[config.mk]
export PLATFORM = sky130hd
export DESIGN_NAME = pixel_quant_pipe
export DESIGN_NICKNAME = d
export VERILOG_FILES = /design/src/rtl/pixel_quant_pipe.sv
export SDC_FILE = /design/constraint.sdc
export NUM_CORES = 1
export LEC_CHECK = 0
export BUFFER_PORTS_ARGS = -buffer_cell sky130_fd_sc_hd__buf_2
export CAP_MARGIN = 25
export CORE_UTILIZATION = 54
export CTS_CLUSTER_DIAMETER = 100
export DETAILED_ROUTE_END_ITERATION = 10
export GPL_ROUTABILITY_DRIVEN = 0
export GPL_TIMING_DRIVEN = 0
export HOLD_SLACK_MARGIN = 0.05
export PLACE_DENSITY = 0.71
export SLEW_MARGIN = 20
export SYNTH_ARGS = -nofsm -noshare
export SYNTH_HDL_FRONTEND = slang
export SYNTH_SLANG_ARGS = --single-unit
export TNS_END_PERCENT = 30
[constraint.sdc]
create_clock -name clk -period 7.7 [get_ports clk]
set_input_delay 0.77 -clock clk [delete_from_list [all_inputs] [get_ports clk]]
set_output_delay 0.77 -clock clk [all_outputs]
set_load 0.02 [all_outputs]
[src/rtl/pixel_quant_pipe.sv]
// pixel_quant_pipe: per-channel mean subtract, fixed-point scale, round,
// zero-point offset and saturate for an interleaved unsigned pixel stream.
// Four register stages (diff, product, offset sum, clipped output) under a
// single global stall; every stage carries its channel index and SOF flag.
module pixel_quant_pipe #(
    parameter int IN_W    = 8,
    parameter int OUT_W   = 8,
    parameter int CH      = 3,
    parameter int SCALE_W = 16,
    parameter int FRAC_W  = 14,
    parameter int CHW     = (CH > 1) ? $clog2(CH) : 1
) (
    input  logic                      clk,
    input  logic                      rstn,
    input  logic [IN_W-1:0]           in_data,
    input  logic                      in_valid,
    output logic                      in_ready,
    input  logic                      in_sof,
    output logic [OUT_W-1:0]          out_data,
    output logic [CHW-1:0]            out_ch,
    output logic                      out_sof,
    output logic                      out_valid,
    input  logic                      out_ready,
    input  logic                      cfg_we,
    input  logic [CHW-1:0]            cfg_ch,
    input  logic [IN_W-1:0]           cfg_mean,
    input  logic [SCALE_W-1:0]        cfg_scale,
    input  logic [OUT_W-1:0]          cfg_zp,
    input  logic                      sat_clr,
    output logic [15:0]               sat_cnt
);

    localparam int DW = IN_W + 1;        // mean-subtracted sample
    localparam int PW = DW + SCALE_W;    // exact product
    localparam int RW = PW + 1;          // product plus rounding half, no overflow
    localparam int QW = PW + 2;          // rounded value plus zero point

    localparam logic [SCALE_W-1:0]  SCALE_ONE = SCALE_W'(1) << FRAC_W;
    localparam logic [CHW-1:0]      CH_LAST   = CHW'(CH - 1);
    localparam logic [CHW:0]        CH_NUM    = (CHW + 1)'(CH);
    localparam logic signed [RW-1:0] HALF     = RW'(1) << (FRAC_W - 1);

    logic                        w_en;
    logic                        w_acc;
    logic                        w_sof_acc;
    logic                        w_cfg_hit;
    logic [CHW-1:0]              w_ch;
    logic [IN_W-1:0]             w_mean;
    logic signed [SCALE_W-1:0]   w_scale;
    logic signed [OUT_W-1:0]     w_zp;
    logic signed [DW-1:0]        w_d;
    logic signed [PW-1:0]        w_p;
    logic signed [RW-1:0]        w_pr;
    logic signed [RW-1:0]        w_r;
    logic signed [QW-1:0]        w_q;
    logic                        w_hi_ones;
    logic                        w_hi_zeros;
    logic                        w_clip;
    logic [OUT_W-1:0]            w_sat;

    logic [CHW-1:0]              r_ch_cnt;
    logic [IN_W-1:0]             r_sh_mean  [CH];
    logic [SCALE_W-1:0]          r_sh_scale [CH];
    logic [OUT_W-1:0]            r_sh_zp    [CH];
    logic [IN_W-1:0]             r_act_mean [CH];
    logic [SCALE_W-1:0]          r_act_scale[CH];
    logic [OUT_W-1:0]            r_act_zp   [CH];

    logic                        r_s1_vld, r_s2_vld, r_s3_vld;
    logic [CHW-1:0]              r_s1_ch, r_s2_ch, r_s3_ch;
    logic                        r_s1_sof, r_s2_sof, r_s3_sof;
    logic signed [DW-1:0]        r_s1_d;
    logic signed [SCALE_W-1:0]   r_s1_scale;
    logic signed [OUT_W-1:0]     r_s1_zp, r_s2_zp;
    logic signed [PW-1:0]        r_s2_p;
    logic signed [QW-1:0]        r_s3_q;

    logic                        r_out_vld;
    logic [OUT_W-1:0]            r_out_data;
    logic [CHW-1:0]              r_out_ch;
    logic                        r_out_sof;
    logic                        r_out_clip;
    logic [15:0]                 r_sat_cnt;

    assign w_en      = !r_out_vld || out_ready;
    assign w_acc     = in_valid && w_en;
    assign w_sof_acc = w_acc && in_sof;
    assign w_cfg_hit = cfg_we && ({1'b0, cfg_ch} < CH_NUM);

    // Channel select and coefficient lookup; an SOF beat bypasses to the shadow set
    // because the active set is only being loaded on that same edge.
    always_comb begin
        w_ch    = in_sof ? '0 : r_ch_cnt;
        w_mean  = in_sof ? r_sh_mean[0]           : r_act_mean[w_ch];
        w_scale = in_sof ? $signed(r_sh_scale[0]) : $signed(r_act_scale[w_ch]);
        w_zp    = in_sof ? $signed(r_sh_zp[0])    : $signed(r_act_zp[w_ch]);
        w_d     = $signed({1'b0, in_data}) - $signed({1'b0, w_mean});
    end

    // Channel counter: SOF restarts at channel 0, otherwise wrap at CH-1.
    always_ff @(posedge clk or negedge rstn) begin
        if (!rstn) begin
            r_ch_cnt <= '0;
        end else if (w_acc) begin
            if (in_sof || (r_ch_cnt == CH_LAST)) begin
                r_ch_cnt <= (CH == 1) ? '0 : CHW'(1) & {CHW{in_sof}};
            end else begin
                r_ch_cnt <= r_ch_cnt + 1'b1;
            end
        end
    end

    // Shadow writes and frame-aligned copy to the active set (copy sees pre-write shadow).
    always_ff @(posedge clk or negedge rstn) begin
        if (!rstn) begin
            for (int i = 0; i < CH; i++) begin
                r_sh_mean[i]   <= '0;
                r_sh_scale[i]  <= SCALE_ONE;
                r_sh_zp[i]     <= '0;
                r_act_mean[i]  <= '0;
                r_act_scale[i] <= SCALE_ONE;
                r_act_zp[i]    <= '0;
            end
        end else begin
            if (w_cfg_hit) begin
                r_sh_mean[cfg_ch]  <= cfg_mean;
                r_sh_scale[cfg_ch] <= cfg_scale;
                r_sh_zp[cfg_ch]    <= cfg_zp;
            end
            if (w_sof_acc) begin
                for (int i = 0; i < CH; i++) begin
                    r_act_mean[i]  <= r_sh_mean[i];
                    r_act_scale[i] <= r_sh_scale[i];
                    r_act_zp[i]    <= r_sh_zp[i];
                end
            end
        end
    end

    // Stage 1: mean subtraction; the input is only captured on an accepted beat.
    always_ff @(posedge clk or negedge rstn) begin
        if (!rstn) begin
            r_s1_vld   <= 1'b0;
            r_s1_d     <= '0;
            r_s1_scale <= '0;
            r_s1_zp    <= '0;
            r_s1_ch    <= '0;
            r_s1_sof   <= 1'b0;
        end else if (w_en) begin
            r_s1_vld <= in_valid;
            if (w_acc) begin
                r_s1_d     <= w_d;
                r_s1_scale <= w_scale;
                r_s1_zp    <= w_zp;
                r_s1_ch    <= w_ch;
                r_s1_sof   <= in_sof;
            end
        end
    end

    assign w_p = PW'(r_s1_d) * PW'(r_s1_scale);

    // Stage 2: exact signed product.
    always_ff @(posedge clk or negedge rstn) begin
        if (!rstn) begin
            r_s2_vld <= 1'b0;
            r_s2_p   <= '0;
            r_s2_zp  <= '0;
            r_s2_ch  <= '0;
            r_s2_sof <= 1'b0;
        end else if (w_en) begin
            r_s2_vld <= r_s1_vld;
            r_s2_p   <= w_p;
            r_s2_zp  <= r_s1_zp;
            r_s2_ch  <= r_s1_ch;
            r_s2_sof <= r_s1_sof;
        end
    end

    // Round half toward +inf by adding one half LSB then flooring via arithmetic shift.
    always_comb begin
        w_pr = RW'(r_s2_p) + HALF;
        w_r  = w_pr >>> FRAC_W;
        w_q  = QW'(w_r) + QW'(r_s2_zp);
    end

    // Stage 3: rounded value with zero point, kept at full width until the clip.
    always_ff @(posedge clk or negedge rstn) begin
        if (!rstn) begin
            r_s3_vld <= 1'b0;
            r_s3_q   <= '0;
            r_s3_ch  <= '0;
            r_s3_sof <= 1'b0;
        end else if (w_en) begin
            r_s3_vld <= r_s2_vld;
            r_s3_q   <= w_q;
            r_s3_ch  <= r_s2_ch;
            r_s3_sof <= r_s2_sof;
        end
    end

    // In range iff all bits from the OUT_W sign bit upward agree.
    always_comb begin
        w_hi_ones  = &r_s3_q[QW-1:OUT_W-1];
        w_hi_zeros = ~|r_s3_q[QW-1:OUT_W-1];
        w_clip     = !(w_hi_ones || w_hi_zeros);
        w_sat      = w_clip ? {r_s3_q[QW-1], {(OUT_W-1){~r_s3_q[QW-1]}}}
                            : r_s3_q[OUT_W-1:0];
    end

    // Output register; holds while the consumer stalls.
    always_ff @(posedge clk or negedge rstn) begin
        if (!rstn) begin
            r_out_vld  <= 1'b0;
            r_out_data <= '0;
            r_out_ch   <= '0;
            r_out_sof  <= 1'b0;
            r_out_clip <= 1'b0;
        end else if (w_en) begin
            r_out_vld  <= r_s3_vld;
            r_out_data <= w_sat;
            r_out_ch   <= r_s3_ch;
            r_out_sof  <= r_s3_sof;
            r_out_clip <= w_clip;
        end
    end

    // Saturating count of clipped beats actually transferred; clear wins.
    always_ff @(posedge clk or negedge rstn) begin
        if (!rstn) begin
            r_sat_cnt <= '0;
        end else if (sat_clr) begin
            r_sat_cnt <= '0;
        end else if (r_out_vld && out_ready && r_out_clip && (r_sat_cnt != 16'hFFFF)) begin
            r_sat_cnt <= r_sat_cnt + 16'd1;
        end
    end

    assign in_ready  = w_en;
    assign out_valid = r_out_vld;
    assign out_data  = r_out_data;
    assign out_ch    = r_out_ch;
    assign out_sof   = r_out_sof;
    assign sat_cnt   = r_sat_cnt;

endmodule

==> report_table.html <==
<table>
<tr><th>Metric</th><th>Value</th></tr>
<tr><th colspan="2">Run status</th></tr>
<tr><td>Run status</td><td>finished clean</td></tr>
<tr><th colspan="2">STA</th></tr>
<tr><td>Count of endpoints failing hold in the final timing report</td><td>0</td></tr>
<tr><td>Worst slew margin</td><td>38.3%</td></tr>
<tr><td>Fin Hold WS</td><td>roughly 80 ps</td></tr>
<tr><td>Final Skew</td><td>~20 ps</td></tr>
<tr><td>Worst setup margin</td><td>about 1600 ps</td></tr>
<tr><td>Count of endpoints failing setup in the final report</td><td>0</td></tr>
<tr><td>RSZ-0062 raised after global routing</td><td>no</td></tr>
<tr><td>Peak Freq</td><td>roughly 160 MHz</td></tr>
<tr><td>Final critical-path required period</td><td>6140 ps</td></tr>
<tr><td>Crit share post-route</td><td>approximately 80%</td></tr>
<tr><td>Max-slew violations</td><td>0</td></tr>
<tr><td>TNS Setup</td><td>0 ps</td></tr>
<tr><td>Actual slew at the worst max-slew pin</td><td>926 ps</td></tr>
<tr><th colspan="2">Clock network</th></tr>
<tr><td>Latest clock arrival within the worst-skew pair</td><td>just over 500 ps</td></tr>
<tr><td>Root buf cell</td><td>sky130_fd_sc_hd__clkbuf_16</td></tr>
<tr><td>Clk sink count</td><td>about 300</td></tr>
<tr><td>Post-CTS repair timing setup buffer count</td><td>0</td></tr>
<tr><td>Post-CTS resize count</td><td>0</td></tr>
<tr><td>Level count of the clock H-tree</td><td>2</td></tr>
<tr><td>Maximum buffer depth of the clock tree</td><td>3</td></tr>
<tr><td>Clock transition at the registers of the reported paths</td><td>~60 ps</td></tr>
<tr><td>Number of buffers inserted during clock tree synthesis</td><td>34</td></tr>
<tr><td>CTS Hold Buffers Added</td><td>0</td></tr>
<tr><td>TritonCTS clock tree</td><td>done</td></tr>
<tr><th colspan="2">GRT</th></tr>
<tr><td>Global-route wire length before repair</td><td>~64 mm</td></tr>
<tr><td>Number of antenna violations at the first check in global routing</td><td>2</td></tr>
<tr><td>Highest-utilization routing layer at the global route stage</td><td>met2</td></tr>
<tr><td>Grt met2 use</td><td>between 40% and 50%</td></tr>
<tr><td>Met1 Track Usage GR</td><td>between 30% and 40%</td></tr>
<tr><td>Aggregate global routing overflow</td><td>0</td></tr>
<tr><td>Overall track demand over capacity in global routing</td><td>approximately 24%</td></tr>
<tr><td>Global-route met3 utilization</td><td>under 10%</td></tr>
<tr><td>Via count of the first global-routing pass</td><td>~12000</td></tr>
<tr><td>Largest net degree at the start of global routing</td><td>slightly below 100</td></tr>
<tr><th colspan="2">Die</th></tr>
<tr><td>Starting Density</td><td>a little over half</td></tr>
<tr><td>Core box area</td><td>~33000 um^2</td></tr>
<tr><td>Vertical die dimension</td><td>approximately 180 um</td></tr>
<tr><td>Die footprint</td><td>around 34000 um^2</td></tr>
<tr><td>Placement Rows</td><td>66</td></tr>
<tr><td>Top-level I/O count</td><td>78</td></tr>
<tr><td>Horizontal die dimension</td><td>~180 um</td></tr>
<tr><th colspan="2">Route</th></tr>
<tr><td>Count of nets left with antenna violations after detail routing</td><td>0</td></tr>
<tr><td>Detailed router's first-iteration violation count</td><td>585</td></tr>
<tr><td>Router iterations before antenna repair</td><td>5</td></tr>
<tr><td>Via count</td><td>roughly 12000</td></tr>
<tr><td>Routed wire length</td><td>approximately 39 mm</td></tr>
<tr><td>Wire per inst</td><td>roughly 18 um</td></tr>
<tr><td>Post-detailed-route via-to-cell ratio</td><td>roughly 5.5</td></tr>
<tr><td>Drt drc</td><td>0</td></tr>
<tr><th colspan="2">Yosys</th></tr>
<tr><td>Synth unique cells</td><td>63</td></tr>
<tr><td>Synthesized net count</td><td>approximately 1800</td></tr>
<tr><td>Cell accounting for the most synthesized area</td><td>sky130_fd_sc_hd__dfrtp_1</td></tr>
<tr><td>Share of Yosys cell area claimed by the top area cell type</td><td>between 40% and 50%</td></tr>
<tr><td>Top cells by instance count after synthesis</td><td>295 x sky130_fd_sc_hd__dfrtp_1, 239 x sky130_fd_sc_hd__nand2_1, 193 x sky130_fd_sc_hd__mux2_2, 120 x sky130_fd_sc_hd__fa_1, 101 x sky130_fd_sc_hd__inv_1</td></tr>
<tr><td>Register bit count reported by yosys</td><td>301</td></tr>
<tr><td>Top_reg_cell synth</td><td>sky130_fd_sc_hd__dfrtp_1</td></tr>
<tr><td>Yosys warning count</td><td>0</td></tr>
<tr><td>Netlist Area Pre-Place</td><td>between 15000 and 20000 um^2</td></tr>
<tr><td>Sequential fraction of the synthesis area</td><td>a little over two fifths</td></tr>
<tr><td>EDFF count, synth</td><td>0</td></tr>
<tr><td>Share of flip-flops with an asynchronous set or reset after synthesis</td><td>100%</td></tr>
<tr><td>Average footprint of a synthesized cell</td><td>11.2 um^2</td></tr>
<tr><td>Dominant cells by area after synthesis</td><td>sky130_fd_sc_hd__dfrtp_1 41%, sky130_fd_sc_hd__fa_1 13%, sky130_fd_sc_hd__mux2_2 12%, sky130_fd_sc_hd__nand2_1 5.0%, sky130_fd_sc_hd__ha_1 4.9%</td></tr>
<tr><td>Cell with the most instances after synthesis</td><td>sky130_fd_sc_hd__dfrtp_1</td></tr>
<tr><td>Number of standard cells after synthesis</td><td>approximately 1600</td></tr>
<tr><th colspan="2">Placement</th></tr>
<tr><td>Post-place setup slack</td><td>1560 ps</td></tr>
<tr><td>Placed insts</td><td>2112</td></tr>
<tr><td>Port Buf Inserts</td><td>76</td></tr>
<tr><td>Total half-perimeter wirelength after legalization and detailed placement</td><td>roughly 29 mm</td></tr>
<tr><th colspan="2">Critical path</th></tr>
<tr><td>Maximum fanout count along the critical path</td><td>10</td></tr>
<tr><td>Critical path data required time</td><td>8100 ps</td></tr>
<tr><td>Critical path arrival</td><td>6540 ps</td></tr>
<tr><td>Setup Crit Path Kind</td><td>reg2reg</td></tr>
<tr><td>Critical Path Sink Type</td><td>flip-flop</td></tr>
<tr><td>Kind of start point of the critical path</td><td>flip-flop</td></tr>
<tr><th colspan="2">Min path</th></tr>
<tr><td>Worst min path class</td><td>in2async</td></tr>
<tr><th colspan="2">Cells and area</th></tr>
<tr><td>Layout Area Growth over Synthesis</td><td>12.2%</td></tr>
<tr><td>Net count reported at finish</td><td>between 1500 and 2000</td></tr>
<tr><td>Layout cell share with drive strength beyond 1</td><td>around a fifth</td></tr>
<tr><td>Number of diodes added for antenna fixing</td><td>0</td></tr>
<tr><td>Non-filler instance count after layout</td><td>between 2000 and 2500</td></tr>
<tr><th colspan="2">Flow run</th></tr>
<tr><td>Max capacitance violation total</td><td>0</td></tr>
</table>
cells by family (layout without fill, tap and decap cells):
kind of cell | Yosys count | after routing | synth area share, %
xor+xnor | 51 | 51 | 2.50
compound gates | 181 | 181 | 6.09
buf+inv | 183 | 324 | 3.86
fa+ha+maj | 190 | 190 | 18.4
simple gates | 429 | 429 | 11.2
flops | 301 | 301 | 42.3
mux | 256 | 256 | 15.7
worst max-delay path, cell delays in order, from the launching register on:
cell                       delay, ps
sky130_fd_sc_hd__dfrtp_1         320
sky130_fd_sc_hd__clkbuf_1        310
sky130_fd_sc_hd__clkbuf_1        420
sky130_fd_sc_hd__nand2_1         150
sky130_fd_sc_hd__fa_1            560
sky130_fd_sc_hd__inv_1            50
sky130_fd_sc_hd__fa_1            520
sky130_fd_sc_hd__fa_1            440
sky130_fd_sc_hd__fa_1            580
sky130_fd_sc_hd__fa_1            450
sky130_fd_sc_hd__ha_1            320
sky130_fd_sc_hd__nand4b_1         90
sky130_fd_sc_hd__or4_4           470
sky130_fd_sc_hd__a211o_1         350
sky130_fd_sc_hd__a31oi_4         230
sky130_fd_sc_hd__nor2_2           60
sky130_fd_sc_hd__or4b_1          470
sky130_fd_sc_hd__a32o_1          260
per-layer routing:
layer | wire, um | up-vias | part of all wire, %
met5 | 23 | - | 0.059
met3 | 1490 | 74 | 3.8
met4 | 870 | 4 | 2.2
li1 | - | 5567 | -
met2 | 19200 | 193 | 49
met1 | 17300 | 6052 | 44
state kept, by name (all words and copies together) (netlist names), 2 cells and up:
register,flops
out_ch,2
out_data,8
r_act_mean,24
r_act_scale,48
r_act_zp,24
r_ch_cnt,2
r_s1_ch,2
r_s1_d,9
r_s1_scale,16
r_s1_zp,8
r_s2_ch,2
r_s2_p,12
r_s2_zp,8
r_s3_ch,2
r_s3_q,13
r_sh_mean,24
r_sh_scale,48
r_sh_zp,24
sat_cnt,16
final timing paths:
kind                                       start                     endpoint  slack, ps  depth (start not counted)
max                        r_s1_d[2]$_DFFE_PN0P_       r_s2_p[24]$_DFFE_PN0N_       1560                         17
min                                         rstn      out_data[6]$_DFFE_PN0N_         80                          1
max reg2reg                r_s1_d[2]$_DFFE_PN0P_       r_s2_p[24]$_DFFE_PN0N_       1560                         17
min reg2reg                  out_sof$_DFFE_PN0N_          out_sof$_DFFE_PN0N_        460                          2
max in group asynchronous                   rstn  r_act_scale[46]$_DFFE_PN1P_       5980                          4
min in group clk             out_sof$_DFFE_PN0N_          out_sof$_DFFE_PN0N_        460                          2
cell type report:
| type | count | area (um^2) |
|---|---|---|
| timing repair buffer | 80 | 478 |
| sequential | 301 | 7540 |
| clock inverter | 11 | 118 |
| inverter | 102 | 383 |
| multi-input combinational | 1107 | 9610 |
| fill | 2684 | 12500 |
| buffer | 81 | 307 |
| tap | 442 | 553 |
| clock buffer | 50 | 1020 |
placed cells by master, fill, tap and decap left out, types with 4 or more instances in the layout:
cell                          n
sky130_fd_sc_hd__a211oi_1     4
sky130_fd_sc_hd__a21o_1      13
sky130_fd_sc_hd__a21oi_1     36
sky130_fd_sc_hd__a31oi_1      4
sky130_fd_sc_hd__and2_1      64
sky130_fd_sc_hd__and2_2       4
sky130_fd_sc_hd__and3_1       6
sky130_fd_sc_hd__and4_1       4
sky130_fd_sc_hd__buf_1       12
sky130_fd_sc_hd__buf_2       77
sky130_fd_sc_hd__clkbuf_1    73
sky130_fd_sc_hd__clkbuf_16   35
sky130_fd_sc_hd__clkbuf_8     9
sky130_fd_sc_hd__clkinv_2     5
sky130_fd_sc_hd__dfrtp_1    295
sky130_fd_sc_hd__dfstp_2      6
sky130_fd_sc_hd__fa_1       120
sky130_fd_sc_hd__ha_1        70
sky130_fd_sc_hd__inv_1      101
sky130_fd_sc_hd__mux2_2     193
sky130_fd_sc_hd__mux2i_1     63
sky130_fd_sc_hd__nand2_1    239
sky130_fd_sc_hd__nand2b_1     6
sky130_fd_sc_hd__nand3_1     14
sky130_fd_sc_hd__nand4_1      6
sky130_fd_sc_hd__nor2_1      44
sky130_fd_sc_hd__nor2b_1     15
sky130_fd_sc_hd__nor3_1       7
sky130_fd_sc_hd__nor3b_1      5
sky130_fd_sc_hd__o21a_1       6
sky130_fd_sc_hd__o21ai_0     84
sky130_fd_sc_hd__o31ai_1      6
sky130_fd_sc_hd__xnor2_1     27
sky130_fd_sc_hd__xor2_1      24
per-stage QoR:
stage	utilization [%]	area (um^2)
floorplan	-	17800
global placement	57.7	18800
detailed placement	58.0	18900
CTS	61.5	20000
global route	61.5	20000
finish	61.5	20000
Power is not shown: default switching activity piles up to over one toggle a cycle in this logic, so the estimate is an artifact.
